## src/rtl/aes_kat_bist_if.sv

```systemverilog
// rtl/aes_kat_bist_if.sv - vector/ciphertext bus between the KAT BIST and the aes_128 core
//
// Signals:
//   aes_state  plaintext presented to the core
//   aes_key    key presented to the core
//   aes_out    ciphertext returned by the core
// Modports:
//   master     BIST side: drives aes_state/aes_key, reads aes_out
//   slave      core side: reads aes_state/aes_key, drives aes_out
interface aes_kat_bist_if;
   logic [127:0] aes_state;
   logic [127:0] aes_key;
   logic [127:0] aes_out;

   modport master (output aes_state, output aes_key, input aes_out);
   modport slave  (input aes_state, input aes_key, output aes_out);
endinterface

```

## src/rtl/aes_kat_bist.sv

```systemverilog
// rtl/aes_kat_bist.sv - known-answer self-test engine for the pipelined aes_128 core
//
// Parameters:
//   LATENCY        core latency in edges, sample edge to result edge (1..63)
//   NUM_VEC        ROM vectors replayed per pass (1..5)
//   GAP            idle cycles between issued vectors (0..15)
// Ports:
//   clk, rst       clock, synchronous active-high reset
//   start          one-cycle pulse, begins a run when idle
//   loop           sampled with start, repeat passes until stop
//   stop           level, ends a loop run at the next pass boundary
//   core           master side of the core bus (aes_state/aes_key out, aes_out in)
//   busy           run in progress
//   done           one-cycle pulse at the end of a run or pass
//   pass           sticky, last completed pass had no mismatches
//   fail_count     mismatches in the current/last run, saturating
//   first_fail_idx ROM index of the first mismatch, 7 when none
//   pass_count     completed passes in the current run, wrapping
module aes_kat_bist #(
   parameter int LATENCY = 21,
   parameter int NUM_VEC = 5,
   parameter int GAP     = 0
) (
   input  logic                 clk,
   input  logic                 rst,
   input  logic                 start,
   input  logic                 loop,
   input  logic                 stop,
   aes_kat_bist_if.master       core,
   output logic                 busy,
   output logic                 done,
   output logic                 pass,
   output logic [7:0]           fail_count,
   output logic [2:0]           first_fail_idx,
   output logic [15:0]          pass_count
);

   typedef enum logic [2:0] {IDLE, ISSUE, WAIT_GAP, DRAIN, DONE} state_t;

   localparam logic [2:0] LAST_IDX = 3'(NUM_VEC - 1);
   localparam logic [2:0] VEC_CNT  = 3'(NUM_VEC);
   localparam logic [3:0] GAP_LAST = (GAP > 0) ? 4'(GAP - 1) : 4'd0;

   state_t       state;
   logic [2:0]   issue_idx;
   logic [3:0]   gap_cnt;
   logic [2:0]   chk_cnt;
   logic         loop_mode;
   logic [127:0] state_q;
   logic [127:0] key_q;

   // Tag pipeline: follows each issued vector through the core so the
   // returning ciphertext can be matched to its ROM entry.
   logic         tag_v   [LATENCY];
   logic [2:0]   tag_idx [LATENCY];

   logic         chk_v;
   logic [2:0]   chk_idx;
   logic         mismatch;

   function automatic logic [127:0] rom_state(input logic [2:0] i);
      case (i)
         3'd0:    return 128'h3243f6a8885a308d313198a2e0370734;
         3'd1:    return 128'h00112233445566778899aabbccddeeff;
         3'd4:    return 128'h1;
         default: return 128'h0;
      endcase
   endfunction

   function automatic logic [127:0] rom_key(input logic [2:0] i);
      case (i)
         3'd0:    return 128'h2b7e151628aed2a6abf7158809cf4f3c;
         3'd1:    return 128'h000102030405060708090a0b0c0d0e0f;
         3'd3:    return 128'h1;
         default: return 128'h0;
      endcase
   endfunction

   function automatic logic [127:0] rom_ct(input logic [2:0] i);
      case (i)
         3'd0:    return 128'h3925841d02dc09fbdc118597196a0b32;
         3'd1:    return 128'h69c4e0d86a7b0430d8cdb78070b4c55a;
         3'd2:    return 128'h66e94bd4ef8a2c3b884cfa59ca342b2e;
         3'd3:    return 128'h0545aad56da2a97c3663d1432a3d1c84;
         3'd4:    return 128'h58e2fccefa7e3061367f1d57a4e7455a;
         default: return 128'h0;
      endcase
   endfunction

   assign core.aes_state = state_q;
   assign core.aes_key   = key_q;

   assign chk_v    = tag_v[LATENCY-1];
   assign chk_idx  = tag_idx[LATENCY-1];
   assign mismatch = chk_v && (core.aes_out != rom_ct(chk_idx));

   // A tag enters on the same edge the core samples the vector, so the
   // output stage lines up with aes_out exactly LATENCY edges later.
   always_ff @(posedge clk) begin
      if (rst) begin
         for (int i = 0; i < LATENCY; i++) begin
            tag_v[i]   <= 1'b0;
            tag_idx[i] <= 3'd0;
         end
      end else begin
         tag_v[0]   <= (state == ISSUE);
         tag_idx[0] <= issue_idx;
         for (int i = 1; i < LATENCY; i++) begin
            tag_v[i]   <= tag_v[i-1];
            tag_idx[i] <= tag_idx[i-1];
         end
      end
   end

   // The vector registers are loaded on the edge that enters ISSUE, so the
   // core sees ROM data exactly while the FSM sits in ISSUE and zero otherwise.
   always_ff @(posedge clk) begin
      if (rst) begin
         state          <= IDLE;
         issue_idx      <= 3'd0;
         gap_cnt        <= 4'd0;
         chk_cnt        <= 3'd0;
         loop_mode      <= 1'b0;
         state_q        <= '0;
         key_q          <= '0;
         busy           <= 1'b0;
         done           <= 1'b0;
         pass           <= 1'b0;
         fail_count     <= 8'd0;
         first_fail_idx <= 3'd7;
         pass_count     <= 16'd0;
      end else begin
         done <= 1'b0;

         if (chk_v) begin
            chk_cnt <= chk_cnt + 3'd1;
            if (mismatch) begin
               if (fail_count != 8'hff)
                  fail_count <= fail_count + 8'd1;
               if (first_fail_idx == 3'd7)
                  first_fail_idx <= chk_idx;
            end
         end

         case (state)
            IDLE: begin
               if (start) begin
                  state          <= ISSUE;
                  busy           <= 1'b1;
                  loop_mode      <= loop;
                  issue_idx      <= 3'd0;
                  chk_cnt        <= 3'd0;
                  fail_count     <= 8'd0;
                  first_fail_idx <= 3'd7;
                  pass_count     <= 16'd0;
                  state_q        <= rom_state(3'd0);
                  key_q          <= rom_key(3'd0);
               end
            end
            ISSUE: begin
               if (issue_idx == LAST_IDX) begin
                  state   <= DRAIN;
                  state_q <= '0;
                  key_q   <= '0;
               end else if (GAP > 0) begin
                  state   <= WAIT_GAP;
                  gap_cnt <= 4'd0;
                  state_q <= '0;
                  key_q   <= '0;
               end else begin
                  issue_idx <= issue_idx + 3'd1;
                  state_q   <= rom_state(issue_idx + 3'd1);
                  key_q     <= rom_key(issue_idx + 3'd1);
               end
            end
            WAIT_GAP: begin
               if (gap_cnt == GAP_LAST) begin
                  state     <= ISSUE;
                  issue_idx <= issue_idx + 3'd1;
                  state_q   <= rom_state(issue_idx + 3'd1);
                  key_q     <= rom_key(issue_idx + 3'd1);
               end else begin
                  gap_cnt <= gap_cnt + 4'd1;
               end
            end
            DRAIN: begin
               // All issues are out; the pass ends once every tag has been checked.
               if (chk_cnt == VEC_CNT) begin
                  state      <= DONE;
                  done       <= 1'b1;
                  pass       <= (fail_count == 8'd0);
                  pass_count <= pass_count + 16'd1;
               end
            end
            DONE: begin
               // Fail statistics deliberately carry over into the next loop pass.
               if (loop_mode && !stop) begin
                  state     <= ISSUE;
                  issue_idx <= 3'd0;
                  chk_cnt   <= 3'd0;
                  state_q   <= rom_state(3'd0);
                  key_q     <= rom_key(3'd0);
               end else begin
                  state <= IDLE;
                  busy  <= 1'b0;
               end
            end
            default: state <= IDLE;
         endcase
      end
   end

endmodule

```

## src/flat_wrapper.sv

```systemverilog
// flat-port wrapper written by rule: the top's interface ports become plain ports
module aes_kat_bist_flat 
#(
   parameter int LATENCY = 21,
   parameter int NUM_VEC = 5,
   parameter int GAP     = 0
)
  (clk, rst, start, loop, stop, busy, done, pass, fail_count, first_fail_idx, pass_count, core_aes_state, core_aes_key, core_aes_out);
  aes_kat_bist_if core_i ();
  input  logic clk;
  input  logic rst;
  input  logic start;
  input  logic loop;
  input  logic stop;
  output logic busy;
  output logic done;
  output logic pass;
  output logic [7:0] fail_count;
  output logic [2:0] first_fail_idx;
  output logic [15:0] pass_count;
  output wire logic [$bits(core_i.aes_state)-1:0] core_aes_state;
  output wire logic [$bits(core_i.aes_key)-1:0] core_aes_key;
  input wire logic [$bits(core_i.aes_out)-1:0] core_aes_out;
  assign core_aes_state = core_i.aes_state;
  assign core_aes_key = core_i.aes_key;
  assign core_i.aes_out = core_aes_out;
  aes_kat_bist #(.LATENCY(LATENCY), .NUM_VEC(NUM_VEC), .GAP(GAP)) u_core (.clk(clk), .rst(rst), .start(start), .loop(loop), .stop(stop), .core(core_i), .busy(busy), .done(done), .pass(pass), .fail_count(fail_count), .first_fail_idx(first_fail_idx), .pass_count(pass_count));
endmodule
```

## config.mk

```make
export PLATFORM = sky130hd
export DESIGN_NAME = aes_kat_bist_flat
export DESIGN_NICKNAME = d
export VERILOG_FILES = /design/src/rtl/aes_kat_bist_if.sv /design/src/rtl/aes_kat_bist.sv /design/src/flat_wrapper.sv
export SDC_FILE = /design/constraint.sdc
export NUM_CORES = 1
export LEC_CHECK = 0
export CAP_MARGIN = 20
export CORE_AREA = 2 2 164 166
export DETAILED_ROUTE_END_ITERATION = 12
export DIE_AREA = 0 0 166 168
export HOLD_SLACK_MARGIN = 0.08
export PLACE_DENSITY = 0.66
export SETUP_SLACK_MARGIN = 0.05
export SLEW_MARGIN = 20
export SYNTH_ARGS = -nofsm -noshare
export SYNTH_HDL_FRONTEND = slang
export SYNTH_SLANG_ARGS = --single-unit
export TNS_END_PERCENT = 100
```

## constraint.sdc

```tcl
create_clock -name clk -period 6.1 [get_ports clk]
set_input_delay 1.22 -clock clk [delete_from_list [all_inputs] [get_ports clk]]
set_output_delay 1.22 -clock clk [all_outputs]
set_load 0.01 [all_outputs]
```

==> run metrics, run 1 <==
outcome completed; most frequent cells in the layout 332 x clkdlybuf4s50_1, 131 x dfxtp_1, 95 x nor2b_1; Clock Path Buffers 2; Hold Vio Cnt, Final 0; io pins about 420; via/cell ratio ~4.7; Slew Limit Fails 0; fmax about 0.24 GHz; clock slew at reported path FFs 0.06 ns; max-cap violation count 0; clock net sink count roughly 140; Die Width around 170 µm; power density cells 222.7 nW/µm²; 1st-iter DRT viols 585; Arr. time, crit path 4.48 ns; Post-Synth Simple-Gate Area 0.2308; Setup Skew 0.005839 ns; Resize count post-CTS 0; DR pass1 iterations 6; TritonCTS Buffers 17; vias in the first global route between 6000 and 7000; main combinational cell family by area after synthesis buffers and inverters; Synth Area in Adders 0.01835; syn avg cell area 8.311 µm²; die area 27890 µm²; synthesis warning total 0; root buf cell clkbuf_16; Cell Area, Synth 8593 µm²; layout cells sized above 1 0.04778; Startpoint Class register; Critical-path top delay cell nor4_2; Final Cycle Share 0.6827; grt total ovfl 0; worst slew pin tran between 1 and 1.5 ns; Final min period 4.164 ns; Worst Path Max Fanout 34; post-route cell area 11170 µm²; total wire length around 24 mm; Routability Congestion slightly above 0.9; CTS tree built; Synth Flop Type dfxtp_1; compound-gate portion of the synthesized area 0.1440; DIE HEIGHT 168 µm; Worst-Skew Late Latency 0.41 ns; total number of vias 7261; setup tns final 0 ns; post-route setup slack 1.936 ns; Final Setup Violations 0; Yosys reg bits 135; unrepaired setup endpoints after global routing false; Antenna Nets Post-Route 0; largest net degree at the start of global routing ~110; Seq/Total Area, Yosys 0.3145; Post-synth EDFFs 0; Min-Delay Path Class register to register; Lkg Pwr 4.071 nW; initial core utilization 0.3261; Crit path largest cell delay 0.85 ns; post-DP HPWL 18.13 mm; commonest non-fill, non-tap cell in the layout clkdlybuf4s50_1; Post-CTS Hold Buffers 0; first-pass GRT wire length between 30 and 40 mm; CP Cell Sequence buf_4 > or2_1 > xnor2_1 > nor4_1 > o32ai_1 > or4b_1 > nor4_2 > nor2_1 > a211oi_1; xor and xnor area share after synthesis 0.02854; Worst Path Class, Setup register to register; Slew headroom 0.3272; placed cell area 10630 µm²; antenna violations before repair 0; mux share of post-synthesis cell area 0.01179; final net count ~1300; DRC 0; post-synthesis async set-or-reset flop share 0; Rows 60; Crit path required time 6.42 ns; synth unique cells 86; CP endpoint kind register; Post-CTS Repair Setup Buffers 0; synthesized netlist cell count around 1000; IO buf count 333; H-tree levels 4; Core ar. 26350 µm²; P&R area growth vs syn 29.99%; antenna diode count 0; DP Worst Slack between 1.5 and 2 ns; Global Route Usage Sum 0.1612; VDD IR-drop max 0.0001991 V; WL per Instance 15.72 µm
[path summary, 6_finish.rpt]
kind / depth (start not counted) / startpoint / slack (ns) / end
worst max register to register: 9 / u_core.tag_idx[20][0] / 1.94 / u_core.fail_count[6]
worst max-delay path: 9 / u_core.tag_idx[20][0] / 1.94 / u_core.fail_count[6]
worst min-delay path: 1 / u_core.tag_idx[0][0] / 0.43 / u_core.tag_idx[1][0]
worst min register to register: 1 / u_core.tag_idx[0][0] / 0.43 / u_core.tag_idx[1][0]
[state kept, by name (all words and copies together), names as in the netlist, 3 cells and up]
name / count
u_core.tag_v: 21
u_core.core.aes_state: 4
u_core.pass_count: 16
u_core.first_fail_idx: 3
u_core.tag_idx: 63
u_core.state: 3
u_core.issue_idx: 3
u_core.chk_cnt: 3
u_core.gap_cnt: 4
u_core.core.aes_key: 3
u_core.fail_count: 8
[power by group]
group          internal, W  switching [W]  total (W)
Sequential        0.000895      0.0000435   0.000938
Combinational     0.000361       0.000261   0.000622
Clock             0.000573       0.000354   0.000927
Total              0.00183       0.000658    0.00249
[critical path: cells and delay by family (launching register included)]
kind	cells	cell delay [ns]
xor gates and xnor gates	1	0.16
and+or+nand+nor	5	2.33
AOI/OAI and AO/OA	2	0.41
DFF	1	0.78
buffers and inverters	1	0.39
[cell usage after synthesis, types with 16 or more instances]
cell type  count  area (µm²)
nand3_1       29       145.1
clkbuf_1      20       75.07
nor2_1        67       251.5
a21oi_1       40       200.2
inv_1         21       78.83
nand2_1       45       168.9
o21ai_0       30       150.1
dfxtp_1      135        2703
nor3_1        19       95.09
xor2_1        16       140.1
nor2b_1       95       594.3
buf_4        253        1899
[final cells by class]
cell class,instances,area [µm²]
Fill cell,2601,15180
Multi-Input combinational cell,669,4044
Timing Repair Buffer,338,3368
Sequential cell,135,2710
Clock buffer,21,460.4
Tap cell,341,426.7
Inverter,23,86.33
Clock inverter,7,75.07
[per-stage QoR]
stage	util	hold slack (ns)	total power, W	instances
final	0.4239	0.4313	0.002487	1534
after global routing	0.4239	0.4481	0.002592	1534
after CTS	0.4238	0.4353	0.002518	1534
after detailed placement	0.4035	0.4204	0.001579	1506
after global placement	0.4035	0.4171	0.001578	1506
after floorplan	-	0.4138	0.001392	1118
[routing by layer]
layer | GRT usage | up-vias | share of wire
li1 | - | 3543 | -
met4 | 0.07070 | 0 | 0.032
met5 | 0 | - | 0
met1 | 0.1883 | 3338 | 0.41
met3 | 0.03808 | 45 | 0.070
met2 | 0.2818 | 335 | 0.49
[kinds of logic after synthesis]
logic type               after synthesis
flip-flops                           135
multiplexers                          10
AND/OR/NAND/NOR                      356
buffers and inverters                314
AO/OA/AOI/OAI                        177
other                                  1
XOR/XNOR                              28
adder cells (fa/ha/maj)               13
(Power assumes the default switching activity.)
==> inputs of run 2 (changes only) <==
--- a/config.mk
+++ b/config.mk
@@ -6,11 +6,11 @@
 export NUM_CORES = 1
 export LEC_CHECK = 0
 export CAP_MARGIN = 20
-export CORE_AREA = 2 2 164 166
+export CORE_AREA = 2 2 163 165
 export DETAILED_ROUTE_END_ITERATION = 12
-export DIE_AREA = 0 0 166 168
+export DIE_AREA = 0 0 165 167
 export HOLD_SLACK_MARGIN = 0.08
-export PLACE_DENSITY = 0.66
+export PLACE_DENSITY = 0.7
 export SETUP_SLACK_MARGIN = 0.05
 export SLEW_MARGIN = 20
 export SYNTH_ARGS = -nofsm -noshare
==> constraint.sdc (replaced) <==
create_clock -name clk -period 3.7 [get_ports clk]
set_input_delay 0.74 -clock clk [delete_from_list [all_inputs] [get_ports clk]]
set_output_delay 0.74 -clock clk [all_outputs]
set_load 0.01 [all_outputs]
==> run metrics, run 2 (same netlist as run 1, synthesis figures left out) <==
Hold Vio Cnt, Final 0 (unchanged); Met3 Routed Length 2.031 mm (+21%); Final min period 3.461 ns (-0.7036 ns); commonest non-fill, non-tap cell in the layout clkdlybuf4s50_1; Crit path required time 3.97 ns (-2.45 ns); root buf cell clkbuf_16; Die Width 165 µm (-0.60%); RR Startpoint u_core.tag_idx[20][0]; via/cell ratio 4.728 (-0.12%); highest layer used for signal routing met4; Post-CTS Repair Setup Buffers 0 (unchanged); Critical-path top delay cell or4_1; vias in the first global route 6932 (+5.9%); final net count 1359 (+2.3%); Worst Setup SP u_core.tag_idx[20][0]; Slew headroom 0.4289 (+0.1017); Routability Congestion 0.9399 (+1.8%); CP endpoint kind register; WL per Instance 16.00 µm (+1.8%); dpl cells 1531 (+1.7%); CTS tree built; max FFs per register 63 (unchanged); H-tree levels 4 (unchanged); first-pass GRT wire length 37.40 mm (+3.7%); CP Cell Sequence nor2b_2 > buf_4 > o2bb2a_1 > a2111oi_0 > nor4bb_1 > nand4_1 > or4_1 > a41oi_2 > a211oi_1; Final Cycle Share 0.9353 (+0.2527); grt total ovfl 0 (unchanged); Arr. time, crit path 3.73 ns (-0.75 ns); Global Route Usage Sum 0.1718 (+0.01063); Layout Cells excl Fill 1564 (+2.0%); DRC 0 (unchanged); VDD IR-drop max 0.0003344 V (+68%); Worst-Skew Late Latency 0.42 ns (about the same); 1st-iter DRT viols 467 (-20%); Crit path largest cell delay 0.71 ns (-0.14 ns); Slew Limit Fails 0 (unchanged); die area 27560 µm² (-1.2%); clock slew at reported path FFs 0.06 ns (about the same); post-DP HPWL 19.26 mm (+6.2%); DIE HEIGHT 167 µm (-0.60%); Worst Path Class, Setup register to register; Lkg Pwr 4.223 nW (+3.7%); worst hold start u_core.tag_idx[13][1]; TritonCTS Buffers 17 (unchanged); max-cap violation count 0 (unchanged); met2 WL 12.58 mm (+6.9%); Antenna Nets Post-Route 0 (unchanged); Startpoint Class register; Post-CTS Hold Buffers 0 (unchanged); largest register by flop count u_core.tag_idx; Core ar. 25760 µm² (-2.2%); io pins 419 (unchanged); Final Setup Violations 0 (unchanged); Tot Pwr 0.004095 W (+65%); P&R area growth vs syn 32.80%; clock net sink count 135 (unchanged); Worst Path Max Fanout 16 (-53%); Clock Path Buffers 2 (unchanged); worst slew pin tran 0.8566 ns (-0.1442 ns); initial core utilization 0.3335 (+0.007428); Rows 59 (-1.7%); layout cells sized above 1 0.07655 (+0.02877); setup tns final 0 ns (unchanged); Post-Route M1 WL 9.768 mm (-1.2%); unrepaired setup endpoints after global routing false; Largest regs u_core.tag_idx: 63 flops, u_core.tag_v: 21 flops, u_core.pass_count: 16 flops; Min-Delay Path Class register to register; outcome completed; total wire length 25.02 mm (+3.8%); power density cells 358.8 nW/µm² (+61%); DR pass1 iterations 5 (-1); Resize count post-CTS 0 (unchanged); Setup Skew 0.007762 ns (+0.001923 ns); IO buf count 333 (unchanged); largest net degree at the start of global routing 94 (-14%); antenna violations before repair 1 (+1); fmax 0.2890 GHz (+20%); total number of vias 7394 (+1.8%); most frequent cells in the layout 332 x clkdlybuf4s50_1, 131 x dfxtp_1, 95 x nor2b_1
## run 2: where the power goes
group	total [W]	switching (W)	internal [W]	leakage, nW
logic	0.00106	0.000455	0.000605	2.88
registers	0.00152	0.0000490	0.00147	1.09
clock network	0.00151	0.000639	0.000873	0.251
## run 2: worst paths after layout
kind | endpoint | slack (ns) | cells after the start
setup reg to reg | u_core.fail_count[6] | 0.24 | 9
setup / recovery | u_core.fail_count[6] | 0.24 | 9
hold reg to reg | u_core.tag_idx[14][1] | 0.44 | 1
hold / removal | u_core.tag_idx[14][1] | 0.44 | 1
## run 2: final cells by class
cell class                 instances  area, µm²
inverter                          23      86.33
clock inverter                    14      100.1
antenna                            1      2.502
clock buffer                      18      439.2
tap                              335      419.2
multi-input combinational        669       4044
timing repair buffer             369       3613
fill                            2525      14350
sequential                       135       2708
## run 2: worst max-delay path, delay by kind of cell, from the launching register on
kind	cells	cell delay [ns]
AOI/OAI and AO/OA	4	0.97
DFF	1	0.53
buffers and inverters	1	0.21
and+or+nand+nor	4	1.60
## run 2: metal layers
layer  GRT usage  up-vias
li1            -     3612
met4     0.06541        0
met3     0.04956       38
met2      0.3067      315
met1      0.1905     3429
met5           0        -
## run 2: stage by stage
stage	cell area, µm²	hold WS, ns	setup slack [ns]	util
2_1_floorplan	8909	0.4138	0.6384	-
3_3_place_gp	10870	0.4166	-0.02038	0.4219
4_1_cts	11410	0.4350	0.3180	0.4428
3_5_place_dp	10870	0.4250	-0.02925	0.4219
5_1_grt	11410	0.4449	0.05255	0.4430
6_report	11410	0.4363	0.2392	0.4430
